$ cat config.mk
export PLATFORM = sky130hd
export DESIGN_NAME = mem_port_arbiter
export DESIGN_NICKNAME = d
export VERILOG_FILES = /design/src/rtl/mem_arb_pkg.sv /design/src/rtl/mem_port_arbiter.sv
export SDC_FILE = /design/constraint.sdc
export NUM_CORES = 1
export LEC_CHECK = 0
export CAP_MARGIN = 40
export CORE_UTILIZATION = 37
export CTS_CLUSTER_DIAMETER = 40
export DETAILED_ROUTE_END_ITERATION = 10
export PLACE_DENSITY = 0.94
export RECOVER_POWER = 100
export SETUP_SLACK_MARGIN = 0.4
export SYNTH_ARGS = -nofsm -noshare
export SYNTH_HDL_FRONTEND = slang
export SYNTH_SLANG_ARGS = --single-unit
$ cat constraint.sdc
create_clock -name clk -period 2.8 [get_ports clk]
set_clock_uncertainty 0.15 [all_clocks]
set_input_delay 0.84 -clock clk [delete_from_list [all_inputs] [get_ports clk]]
set_output_delay 0.84 -clock clk [all_outputs]
set_load 0.02 [all_outputs]
$ cat src/rtl/mem_arb_pkg.sv
// Shared types and default parameters for the CPU memory-port arbiter.
package mem_arb_pkg;

    localparam int unsigned DEF_ADDR_W     = 32;
    localparam int unsigned DEF_DATA_W     = 32;
    localparam int unsigned DEF_STARVE_MAX = 4;
    localparam int unsigned DEF_TIMEOUT    = 16;

    // Counter widths sized for the legal parameter ranges (1..15, 2..255)
    localparam int unsigned STARVE_CNT_W  = 4;
    localparam int unsigned TIMEOUT_CNT_W = 8;

    typedef enum logic [1:0] {
        IDLE   = 2'd0,
        GNT_IF = 2'd1,
        GNT_DM = 2'd2
    } arb_state_t;

endpackage

$ cat src/rtl/mem_port_arbiter.sv
// Arbitrates the single memory port between instruction fetch and the data path.
// Data wins unless fetch has been passed over STARVE_MAX times in a row; a
// watchdog forces completion of a hung access and raises a sticky bus_err.
module mem_port_arbiter
    import mem_arb_pkg::*;
#(
    parameter int unsigned ADDR_W     = DEF_ADDR_W,
    parameter int unsigned DATA_W     = DEF_DATA_W,
    parameter int unsigned STARVE_MAX = DEF_STARVE_MAX,
    parameter int unsigned TIMEOUT    = DEF_TIMEOUT
) (
    input  logic              clk,
    input  logic              rst_n,
    input  logic              if_req,
    input  logic [ADDR_W-1:0] if_addr,
    input  logic              if_flush,
    output logic [DATA_W-1:0] if_rdata,
    output logic              if_valid,
    output logic              if_stall,
    input  logic              dm_req,
    input  logic              dm_we,
    input  logic [ADDR_W-1:0] dm_addr,
    input  logic [DATA_W-1:0] dm_wdata,
    output logic [DATA_W-1:0] dm_rdata,
    output logic              dm_valid,
    output logic              dm_stall,
    output logic              mem_en,
    output logic              mem_we,
    output logic [ADDR_W-1:0] mem_addr,
    output logic [DATA_W-1:0] mem_wdata,
    input  logic [DATA_W-1:0] mem_rdata,
    input  logic              mem_ready,
    output logic              bus_err
);

    arb_state_t                state, state_nxt;
    logic [STARVE_CNT_W-1:0]   starve_cnt, starve_nxt;
    logic [TIMEOUT_CNT_W-1:0]  tmo_cnt, tmo_nxt;
    logic                      flush_pend, flush_nxt;
    logic                      mem_en_nxt, mem_we_nxt, bus_err_nxt;
    logic [ADDR_W-1:0]         mem_addr_nxt;
    logic [DATA_W-1:0]         mem_wdata_nxt;
    logic                      granted, forced, complete, fetch_starved;

    // Completion: memory ready, or the watchdog expiring on this grant cycle
    assign granted       = (state != IDLE);
    assign forced        = granted & ~mem_ready & (tmo_cnt == TIMEOUT_CNT_W'(TIMEOUT - 1));
    assign complete      = granted & (mem_ready | forced);
    assign fetch_starved = if_req & (starve_cnt == STARVE_CNT_W'(STARVE_MAX));

    // Requester handshakes; a flushed fetch completes silently
    assign if_valid = (state == GNT_IF) & complete & ~flush_pend & ~if_flush;
    assign dm_valid = (state == GNT_DM) & complete;
    assign if_rdata = (if_valid & ~forced) ? mem_rdata : '0;
    assign dm_rdata = (dm_valid & ~forced) ? mem_rdata : '0;
    assign if_stall = if_req & ~if_valid;
    assign dm_stall = dm_req & ~dm_valid;

    // Next-state, arbitration, memory-command latch and counter updates
    always_comb begin
        state_nxt     = state;
        starve_nxt    = starve_cnt;
        tmo_nxt       = tmo_cnt;
        flush_nxt     = flush_pend;
        mem_en_nxt    = mem_en;
        mem_we_nxt    = mem_we;
        mem_addr_nxt  = mem_addr;
        mem_wdata_nxt = mem_wdata;
        bus_err_nxt   = bus_err;

        case (state)
            IDLE: begin
                if (dm_req && !fetch_starved) begin
                    state_nxt     = GNT_DM;
                    mem_en_nxt    = 1'b1;
                    mem_we_nxt    = dm_we;
                    mem_addr_nxt  = dm_addr;
                    mem_wdata_nxt = dm_wdata;
                    if (!if_req) begin
                        starve_nxt = '0;
                    end else if (starve_cnt != STARVE_CNT_W'(STARVE_MAX)) begin
                        starve_nxt = starve_cnt + STARVE_CNT_W'(1);
                    end
                end else if (if_req) begin
                    state_nxt     = GNT_IF;
                    mem_en_nxt    = 1'b1;
                    mem_we_nxt    = 1'b0;
                    mem_addr_nxt  = if_addr;
                    mem_wdata_nxt = '0;
                    starve_nxt    = '0;
                end
            end
            GNT_IF, GNT_DM: begin
                if (complete) begin
                    state_nxt  = IDLE;
                    mem_en_nxt = 1'b0;
                    tmo_nxt    = '0;
                    flush_nxt  = 1'b0;
                    if (forced) begin
                        bus_err_nxt = 1'b1;
                    end
                end else begin
                    tmo_nxt = tmo_cnt + TIMEOUT_CNT_W'(1);
                    if (state == GNT_IF && if_flush) begin
                        flush_nxt = 1'b1;
                    end
                end
            end
            default: begin
                state_nxt  = IDLE;
                mem_en_nxt = 1'b0;
            end
        endcase
    end

    // State and registered outputs; reset abandons any access in flight
    always_ff @(posedge clk or negedge rst_n) begin
        if (!rst_n) begin
            state      <= IDLE;
            starve_cnt <= '0;
            tmo_cnt    <= '0;
            flush_pend <= 1'b0;
            mem_en     <= 1'b0;
            mem_we     <= 1'b0;
            mem_addr   <= '0;
            mem_wdata  <= '0;
            bus_err    <= 1'b0;
        end else begin
            state      <= state_nxt;
            starve_cnt <= starve_nxt;
            tmo_cnt    <= tmo_nxt;
            flush_pend <= flush_nxt;
            mem_en     <= mem_en_nxt;
            mem_we     <= mem_we_nxt;
            mem_addr   <= mem_addr_nxt;
            mem_wdata  <= mem_wdata_nxt;
            bus_err    <= bus_err_nxt;
        end
    end

endmodule

# Word level (Yosys, flattened, before mapping)
# Cells that the tools add are included.
# Widths: inputs -> output; s select.
[op_classes]
add_sub_neg = 2
n_mul = 0
n_div = 0
order_cmp = 0
eq_ne = 8
shifts = 0
n_mux = 23
bitwise_logic = 19
n_reduce_logical = 13
[ops]
columns = ["operator", "count"]
rows = [
  ["$mux 32", 6],
  ["$mux 4", 4],
  ["$and 1x1->1", 12],
  ["$add 8x1->8 const B", 1],
  ["$eq 8x4->1 const B", 1],
  ["$mux 8", 1],
  ["$mux 1", 7],
  ["$mux 2", 3],
  ["$not 1->1", 6],
  ["$reduce_and 2->1", 3],
  ["$reduce_and 3->1", 2],
  ["$reduce_bool 2->1", 3],
  ["$add 4x1->4 const B", 1],
  ["$eq 4x3->1 const B", 1],
  ["$ne 4x3->1 const B", 1],
  ["$pmux 2 s2", 1],
  ["$ne 3x2->1 const B", 1],
  ["$ne 3x3->1 const B", 1],
  ["$eq 2x1->1 const B", 1],
  ["$eq 2x2->1 const B", 1],
  ["$logic_and 1x1->1", 2],
  ["$logic_not 2->1", 1],
  ["$ne 2x2->1 const B", 1],
  ["$pmux 1 s2", 1],
  ["3 further kinds", 3],
]
[totals]
regBits = 82
latchBits = 0
ram_bits = 0
mem_bits_ro = 0
in_bits = 135
out_inout_bits = 135
word_cells = 74
mem_count = 0

# Depth between registers and ports, before layout
# Gate-level depths: netlist of run 1.
[depth]
ltp_word = 10
ltp_mapped = 9
ltp_nobuf = 6

# Worst setup path after synthesis of run 1
# No wires, ideal clock.
[synth_timing]
path_kind = "in2out"
from = "in mem_ready"
to = "out if_rdata[10]"
arrival_ps = 1798
required_time_ps = 1810
slack_ps = 12
cell_stages = 4
path_buffers = 1
path_cell_list = "nor2b_1 > and3_1 > clkbuf_1 > and2_1"
[synth_via]
elab_chain_len = 10
word_cells_on_any_way = 11
cone_classes = "mux (1); bitwise (10)"
[synth_rtl]
columns = ["item", "line_no", "rtl"]
rows = [
  ["start, declared", "mem_port_arbiter.sv:32", "input logic mem_ready,"],
  ["$not 1->1", "mem_port_arbiter.sv:47", "assign forced = granted & ~mem_ready & (tmo_cnt == TIMEOUT_CNT_W'(TIMEOUT - 1));"],
  ["$and 1x1->1 (2 in series)", "mem_port_arbiter.sv:47", ""],
  ["$or 1x1->1", "mem_port_arbiter.sv:48", "assign complete = granted & (mem_ready | forced);"],
  ["$and 1x1->1", "mem_port_arbiter.sv:48", ""],
  ["$and 1x1->1 (3 in series)", "mem_port_arbiter.sv:52", "assign if_valid = (state == GNT_IF) & complete & ~flush_pend & ~if_flush;"],
  ["$and 1x1->1 (*)", "mem_port_arbiter.sv:54", "assign if_rdata = (if_valid & ~forced) ? mem_rdata : '0;"],
  ["$mux 32 (*)", "mem_port_arbiter.sv:54", ""],
  ["end, declared", "mem_port_arbiter.sv:17", "output logic [DATA_W-1:0] if_rdata,"],
]
# Mark *: on every way between the ends. The rest lies on a longest branch, timed or not.

# Worst setup path in the final report of run 1
[layout_timing]
from = "reg state[1]"
to = "out if_stall"
[layout_via]
elab_chain_len = 10
word_cells_on_any_way = 11
cone_classes = "eq/ne (1); bitwise (9); reduce/logical (1)"
[layout_rtl]
columns = ["item", "line_no", "rtl"]
rows = [
  ["start, declared", "mem_port_arbiter.sv:36", "arb_state_t state, state_nxt;"],
  ["start signal, assigned", "mem_port_arbiter.sv:129", "state <= state_nxt;"],
  ["$reduce_bool 2->1", "mem_port_arbiter.sv:46", "assign granted = (state != IDLE);"],
  ["$and 1x1->1 (2 in series)", "mem_port_arbiter.sv:47", ""],
  ["$or 1x1->1", "mem_port_arbiter.sv:48", ""],
  ["$and 1x1->1", "mem_port_arbiter.sv:48", ""],
  ["$and 1x1->1 (*) (3 in series)", "mem_port_arbiter.sv:52", ""],
  ["$not 1->1 (*)", "mem_port_arbiter.sv:56", "assign if_stall = if_req & ~if_valid;"],
  ["$and 1x1->1 (*)", "mem_port_arbiter.sv:56", ""],
  ["end, declared", "mem_port_arbiter.sv:19", "output logic if_stall,"],
]
# Marked as above.

==> results of run 1 <==
-- critical path: stages, from the launching register on --
cell	delay (ns)
sky130_fd_sc_hd__dfrtp_1	0.39
sky130_fd_sc_hd__inv_2	0.08
sky130_fd_sc_hd__ha_4	0.18
sky130_fd_sc_hd__nand4b_1	0.26
sky130_fd_sc_hd__o21ai_4	0.26
sky130_fd_sc_hd__and3_4	0.29
sky130_fd_sc_hd__nor2b_4	0.05
sky130_fd_sc_hd__buf_6	0.12
-- sequential cells by signal, indices dropped and copies added, names as in the netlist --
name	count
bus_err	1
flush_pend	1
mem_addr	32
mem_en	1
mem_wdata	32
mem_we	1
starve_cnt	4
state	2
tmo_cnt	8
-- Yosys cell counts (4+ instances only) --
cell type / instances / area [um^2]
sky130_fd_sc_hd__nand2_1: 140 / 526
sky130_fd_sc_hd__dfrtp_1: 82 / 2050
sky130_fd_sc_hd__nor2_1: 38 / 143
sky130_fd_sc_hd__nand3_1: 36 / 180
sky130_fd_sc_hd__and3_1: 35 / 219
sky130_fd_sc_hd__and2_1: 34 / 213
sky130_fd_sc_hd__a31oi_1: 33 / 206
sky130_fd_sc_hd__clkbuf_1: 24 / 90.1
sky130_fd_sc_hd__buf_2: 12 / 60.1
sky130_fd_sc_hd__inv_1: 10 / 37.5
sky130_fd_sc_hd__o21ai_0: 7 / 35.0
sky130_fd_sc_hd__ha_1: 6 / 75.1
sky130_fd_sc_hd__nor2b_1: 6 / 37.5
sky130_fd_sc_hd__o22ai_1: 5 / 31.3
sky130_fd_sc_hd__mux2i_1: 4 / 40.0
-- final timing paths --
| path | cells after the start | endpoint | from |
|---|---|---|---|
| min in group asynchronous | 1 | mem_we | rst_n |
| worst min-delay path | 2 | mem_wdata[19] | mem_wdata[19] |
| worst max register to register | 8 | tmo_cnt[3] | state[1] |
| max in group asynchronous | 2 | mem_wdata[2] | rst_n |
| worst max-delay path | 7 | if_stall | state[1] |
| worst min register to register | 2 | mem_wdata[19] | mem_wdata[19] |
-- what timing repair did --
| action | 4_1_cts | 5_1_grt |
|---|---|---|
| cloned | 6 | 0 |
| resized for setup | 455 | 6 |
| pin swaps | 10 | 14 |
| setup endpoints to repair | 68 | 71 |
| buffers inserted | 22 | 4 |
-- power breakdown --
group          internal, mW  total, mW  switching (mW)
Sequential             1.68       1.99           0.309
Clock                 0.596       1.04           0.442
Combinational          1.88       3.97            2.09
-- cell families after synthesis --
group	synth area share (%)
xor+xnor	0.212
fa+ha+maj	1.81
mux	0.967
compound gates	9.18
simple gates	33.6
buf+inv	4.65
flops	49.5
-- layer usage --
layer | share of wire [%] | up-vias | global-route usage (%)
met5 | 0 | - | 0
met4 | 4.6 | 0 | 19.4
met3 | 9.0 | 69 | 10.2
met2 | 51 | 342 | 50.9
met1 | 35 | 2446 | 30.7
li1 | - | 2290 | -
-- area by class of cell --
class	instances	area (um^2)	area share, %
Tap cell	140	175	2.15
Clock buffer	10	128	1.56
Sequential cell	82	2050	25.1
Clock inverter	6	113	1.38
Timing Repair Buffer	328	3410	41.8
Multi-Input combinational cell	373	2250	27.5
Inverter	10	37.5	0.460
Antenna cell	1	2.50	0.0307
-- through the flow --
stage	instance area, um^2	worst slack (ns)	setup TNS [ns]
final	8160	-0.176	-4.74
after global routing	8160	-0.234	-8.14
after CTS	8130	-0.0909	-1.14
after detailed placement	7380	-0.930	-58.51
after global placement	7380	-0.853	-55.26
after floorplan	4420	0.267	0
==> metrics.log, run 1 <==
INFO  metric run_status = complete, but fails checks
INFO  metric failed_checks = negative setup slack
INFO  metric worstSetupStartpointType = register
INFO  metric hold_class = reg2reg
INFO  metric grt.overflow.total = 0
INFO  metric pin_count_of_the_biggest_net_entering_global_routing = 71
INFO  metric maxSlewViolCount = 0
INFO  metric antenna_left = 0
INFO  metric seq_area_frac_synth = roughly half
INFO  metric final_period_minus_worst_setup_slack = 2.98 ns
INFO  metric commonest_non_fill_non_tap_cell_in_the_layout = sky130_fd_sc_hd__clkdlybuf4s50_1
INFO  metric drt_drc = 0
INFO  metric timing.max_slew.rel_slack = 27.8%
INFO  metric number_of_global_route_vias_before_repair = slightly above 5000
INFO  metric cts-buffers-inserted = 9
INFO  metric drive_above_1_share = around 28%
INFO  metric placedCellCount = about 900
INFO  metric regToRegSetupSlack = 0.51 ns
INFO  metric gp_routability_congestion = approximately 0.88
INFO  metric postLayoutCoreUtil = 74.9%
INFO  metric number_of_antenna_violations_at_the_first_check_in_global_routing = 1
INFO  metric globalRouteTotalUtil = 29.7%
INFO  metric ir_worst_vdd = 0.499 mV
INFO  metric timing_worst_setup_path_type = reg2out
INFO  metric layout.cells.most_common_list = 194 x sky130_fd_sc_hd__clkdlybuf4s50_1, 140 x sky130_fd_sc_hd__nand2_1, 82 x sky130_fd_sc_hd__dfrtp_1
INFO  metric hold_viol_final = 0
INFO  metric htree_num_levels = 3
INFO  metric filler_cell_count = 684
INFO  metric powerDensity = 858 mW/mm^2
INFO  metric insertion_delay = 0.35 ns
INFO  metric crit_fanout = 4
INFO  metric critical_path.endpoint_type = output pin
INFO  metric via_count = 5147
INFO  metric yosysUniqueCellTypes = 32
INFO  metric routed_wire_length_per_instance = 19.5 um
INFO  metric postSynth.asyncResetShare = 100%
INFO  metric finalSetupViolCount = between 50 and 60
INFO  metric clockBufferDepth = 2
INFO  metric core_region_area = between 0.01 and 0.015 mm^2
INFO  metric power.static_leakage = 3.76 nW
INFO  metric clk_pin_slew = 0.09 ns
INFO  metric post_layout_nonfiller_instances = 950
INFO  metric area.growth.synth_to_final = 97.0%
INFO  metric synth-edff-count = 0
INFO  metric final_min_period_over_clock_period = 106%
INFO  metric design.portCount = 270
INFO  metric worst-endpoint-required = between 1.5 and 2 ns
INFO  metric postSynthRegisterBits = 82
INFO  metric initial_util = 38.0%
INFO  metric hold_ws = 0.324 ns
INFO  metric io_buffers = roughly 270
INFO  metric syn-cell-area = 0.00414 mm^2
INFO  metric syn-num-nets = 640
INFO  metric cap_viol_max_count = 0
INFO  metric clockRootBuffer = sky130_fd_sc_hd__clkbuf_8
INFO  metric finalNetCount = roughly 950
INFO  metric ys.flop_type = sky130_fd_sc_hd__dfrtp_1
INFO  metric ctsHoldBuffers = 0
INFO  metric overall_die_area = 0.0116 mm^2
INFO  metric fp.dieH = 108 um
INFO  metric grt_setup_unrepaired = true
INFO  metric cts_sinks = 82
INFO  metric dr.pass1.iters = 5
INFO  metric vias_per_cell = 5.42
INFO  metric syn-mean-instance-area = 8.30 um^2
INFO  metric total_power = 7.00 mW
INFO  metric max_freq = approximately 340 MHz
INFO  metric finalWirelength = between 15000 and 20000 um
INFO  metric critical_path_arrival = 1.99 ns
INFO  metric placement_rows = 38
INFO  metric syn-instance-count = 499
INFO  metric ys_warn_count = 0
INFO  metric drt_iter0_markers = 336
INFO  metric dp_hpwl = 10800 um
INFO  metric wire_length_of_the_first_global_routing_pass = 26300 um
INFO  metric final.setup.worst_slack = -0.176 ns
INFO  metric chipWidth = 108 um
INFO  metric worst_slew_pin_slew = around 1.1 ns
INFO  metric tritoncts = done
(Power assumes the default switching activity.)
==> run 2, diff against run 1 <==
ABC_AREA = 0   (was default)
==> results of run 2 <==
The final DEF is identical to that of run 1; final timing and power are the same.
==> run 3, diff against run 2 <==
ABC_AREA = 1   (was 0)
CORE_MARGIN = 3   (was default)
SETUP_SLACK_MARGIN = 0.2   (was 0.4)
==> run 3 against run 2 <==
  * The flow still finishes with violations (negative setup slack)
  * Clock-buffer cell count increased by 3
  * Area after synthesis about the same
  * Routed wire length decreased by 8.2%
  * Sequential cell count unchanged
  * Sequential share of layout area decreased by 0.53 points
  * Final cell count increased by 4.7%
  * Largest cell class unchanged
==> metrics.log, run 3 <==
INFO  metric share_comb_of_total_power = about 58%
INFO  metric layout.cell_area.non_filler = 0.00834 mm^2
INFO  metric pin_count_of_the_biggest_net_entering_global_routing = between 40 and 50
INFO  metric cap_viol_max_count = 0
INFO  metric cts-buffers-inserted = 9
INFO  metric timing.max_slew.rel_slack = 31.3%
INFO  metric failed_checks = negative setup slack
INFO  metric max_freq = 324 MHz
INFO  metric vias_per_cell = 4.87
INFO  metric fp.dieH = between 100 and 150 um
INFO  metric multi_input_comb_area = ~0.0022 mm^2
INFO  metric worstSetupStartpointType = primary input
INFO  metric synthDominantCellAreaShare = 49.5%
INFO  metric number_of_global_route_vias_before_repair = 5051
INFO  metric dr.pass1.iters = 4
INFO  metric syn-instance-count = 540
INFO  metric antenna_left = 0
INFO  metric drive_above_1_share = 26.4%
INFO  metric wire_length_of_the_first_global_routing_pass = 25700 um
INFO  metric initial_util = around two fifths
INFO  metric syn-mean-instance-area = about 7.7 um^2
INFO  metric placedCellCount = 948
INFO  metric crit_fanout = 7
INFO  metric synthDominantAreaCellType = sky130_fd_sc_hd__dfrtp_1
INFO  metric synth-edff-count = 0
INFO  metric ys.flop_type = sky130_fd_sc_hd__dfrtp_1
INFO  metric grt.overflow.total = 0
INFO  metric yosysUniqueCellTypes = 26
INFO  metric dp_hpwl = 11000 um
INFO  metric hold_viol_final = 0
INFO  metric sw_frac_of_total = 42.3%
INFO  metric grt_setup_unrepaired = true
INFO  metric worst_slew_pin_slew = 1.03 ns
INFO  metric final_period_minus_worst_setup_slack = 3.08 ns
INFO  metric finalSetupViolCount = 68
INFO  metric insertion_delay = roughly 0.34 ns
INFO  metric final.setup.worst_slack = -0.283 ns
INFO  metric drt_drc = 0
INFO  metric postLayoutCoreUtil = between 70% and 80%
INFO  metric commonest_non_fill_non_tap_cell_in_the_layout = sky130_fd_sc_hd__clkdlybuf4s50_1
INFO  metric cts_sinks = 82
INFO  metric internal_power = between 3 and 4 mW
INFO  metric post_layout_nonfiller_instances = 995
INFO  metric clockRootBuffer = sky130_fd_sc_hd__clkbuf_8
INFO  metric filler_cell_count = 692
INFO  metric design.portCount = 270
INFO  metric seq_area_frac_synth = 49.5%
INFO  metric htree_num_levels = 3
INFO  metric postSynth.asyncResetShare = 100%
INFO  metric area.growth.synth_to_final = 101%
INFO  metric chipWidth = 112 um
INFO  metric syn-cell-area = 0.00415 mm^2
INFO  metric detailed_place.area = around 0.0072 mm^2
INFO  metric worst-endpoint-required = 1.81 ns
INFO  metric finalNetCount = between 900 and 1000
INFO  metric yosys.cell_count.top_type = sky130_fd_sc_hd__nand2_1
INFO  metric clockBufferDepth = 2
INFO  metric maxSlewViolCount = 0
INFO  metric setup_tns = -15.08 ns
INFO  metric clk_pin_slew = 0.08 ns
INFO  metric ys_warn_count = 0
INFO  metric ant_diodes = 0
INFO  metric critical_path.endpoint_type = output pin
INFO  metric final_min_period_over_clock_period = 110%
INFO  metric power.switching = 2.77 mW
INFO  metric powerDensity = between 700 and 800 mW/mm^2
INFO  metric tritoncts = done
INFO  metric largest_registers = mem_addr x32, mem_wdata x32, tmo_cnt x8
INFO  metric ir_worst_vdd = 0.496 mV
INFO  metric globalRouteTotalUtil = 25.7%
INFO  metric io_buffers = about 270
INFO  metric via_count = about 4800
INFO  metric share_of_total_power_in_the_clock_network = 11.4%
INFO  metric gp_routability_congestion = between 0.9 and 1
INFO  metric syn-num-nets = approximately 680
INFO  metric overall_die_area = ~0.013 mm^2
INFO  metric hold_ws = around 0.34 ns
INFO  metric yosys-top-cells-count = 122 x sky130_fd_sc_hd__nand2_1, 115 x sky130_fd_sc_hd__nor2_1, 82 x sky130_fd_sc_hd__dfrtp_1
INFO  metric layout.cells.most_common_list = 198 x sky130_fd_sc_hd__clkdlybuf4s50_1, 120 x sky130_fd_sc_hd__nand2_1, 82 x sky130_fd_sc_hd__dfrtp_1
INFO  metric placement_rows = 38
INFO  metric hold_class = reg2reg
INFO  metric run_status = complete, but fails checks
INFO  metric number_of_antenna_violations_at_the_first_check_in_global_routing = 0
INFO  metric drt_iter0_markers = 310
INFO  metric postSynthRegisterBits = 82
INFO  metric power.static_leakage = 3.70 nW
INFO  metric core_region_area = around 0.011 mm^2
INFO  metric seq_area = 0.00205 mm^2
INFO  metric timing_worst_setup_path_type = in2out
INFO  metric routed_wire_length_per_instance = roughly 17 um
INFO  metric power.share.sequential = 30.8%
INFO  metric finalWirelength = 17000 um
INFO  metric synth_top_cells_by_area = sky130_fd_sc_hd__dfrtp_1 50%, sky130_fd_sc_hd__nand2_1 11%, sky130_fd_sc_hd__nor2_1 10%
INFO  metric critical_path_arrival = between 2 and 2.5 ns
[run 3: per-layer routing]
layer  global-route usage [%]  wire (um)
met1                     26.8       6050
met2                     46.3       8820
met3                     7.77       1380
met4                     12.9        786
met5                        0          0
[run 3: power groups by stage]
stage / combinational [mW] / sequential [mW] / clock [mW]
3_5_place_dp: 3.40 / 2.01 / 0
2_1_floorplan: 1.18 / 2.54 / 0
3_3_place_gp: 3.34 / 1.98 / 0
4_1_cts: 3.69 / 2.00 / 0.773
6_report: 3.78 / 2.02 / 0.747
5_1_grt: 4.07 / 2.08 / 0.828
[run 3: area by class of cell]
type	instances	share of cell area, %
Clock buffer	13	1.67
Clock inverter	3	0.300
Inverter	51	2.30
Multi-Input combinational cell	375	26.9
Sequential cell	82	24.6
Tap cell	140	2.10
Timing Repair Buffer	331	42.1
[run 3: kinds of logic (layout without fill, tap and decap cells)]
logic type,count (synthesis),in the layout,share of synthesized area [%]
flip-flops,82,82,49.5
buffers and inverters,83,398,9.27
AO/OA/AOI/OAI,104,104,12.9
AND/OR/NAND/NOR,257,257,24.8
XOR/XNOR,7,7,1.48
adder cells (fa/ha/maj),6,6,1.81
multiplexers,1,1,0.241
[run 3: final timing paths]
path | from | to | slack [ns] | cells after the start
min in group asynchronous | rst_n | mem_wdata[6] | 0.50 | 1
max in group asynchronous | rst_n | mem_addr[24] | 0.43 | 2
worst max register to register | tmo_cnt[1] | tmo_cnt[3] | 0.66 | 9
worst min register to register | mem_wdata[22] | mem_wdata[22] | 0.34 | 2
worst min-delay path | mem_wdata[22] | mem_wdata[22] | 0.34 | 2
worst max-delay path | if_flush | if_rdata[16] | -0.28 | 9
[run 3: repair_timing]
action,4_1_cts,5_1_grt
cloned,5,0
resized for setup,478,54
pin swaps,9,12
endpoints found under the setup margin,68,68
hold endpoints to repair,0,0
buffers inserted,19,7
hold buffers,0,0
[run 3: stage by stage]
step	setup WS (ns)	total power, mW
global placement	-0.817	5.32
finish	-0.283	6.54
CTS	-0.254	6.47
detailed placement	-0.839	5.40
global route	-0.376	6.97
floorplan	0.154	3.72
[run 3: critical path, stage by stage]
cell,delay [ns]
sky130_fd_sc_hd__dlygate4sd2_1,0.26
sky130_fd_sc_hd__nor2_1,0.11
sky130_fd_sc_hd__nand2_2,0.08
sky130_fd_sc_hd__nor2_4,0.15
sky130_fd_sc_hd__nand2_4,0.13
sky130_fd_sc_hd__buf_12,0.16
sky130_fd_sc_hd__buf_12,0.14
sky130_fd_sc_hd__nor2_4,0.09
sky130_fd_sc_hd__buf_6,0.12
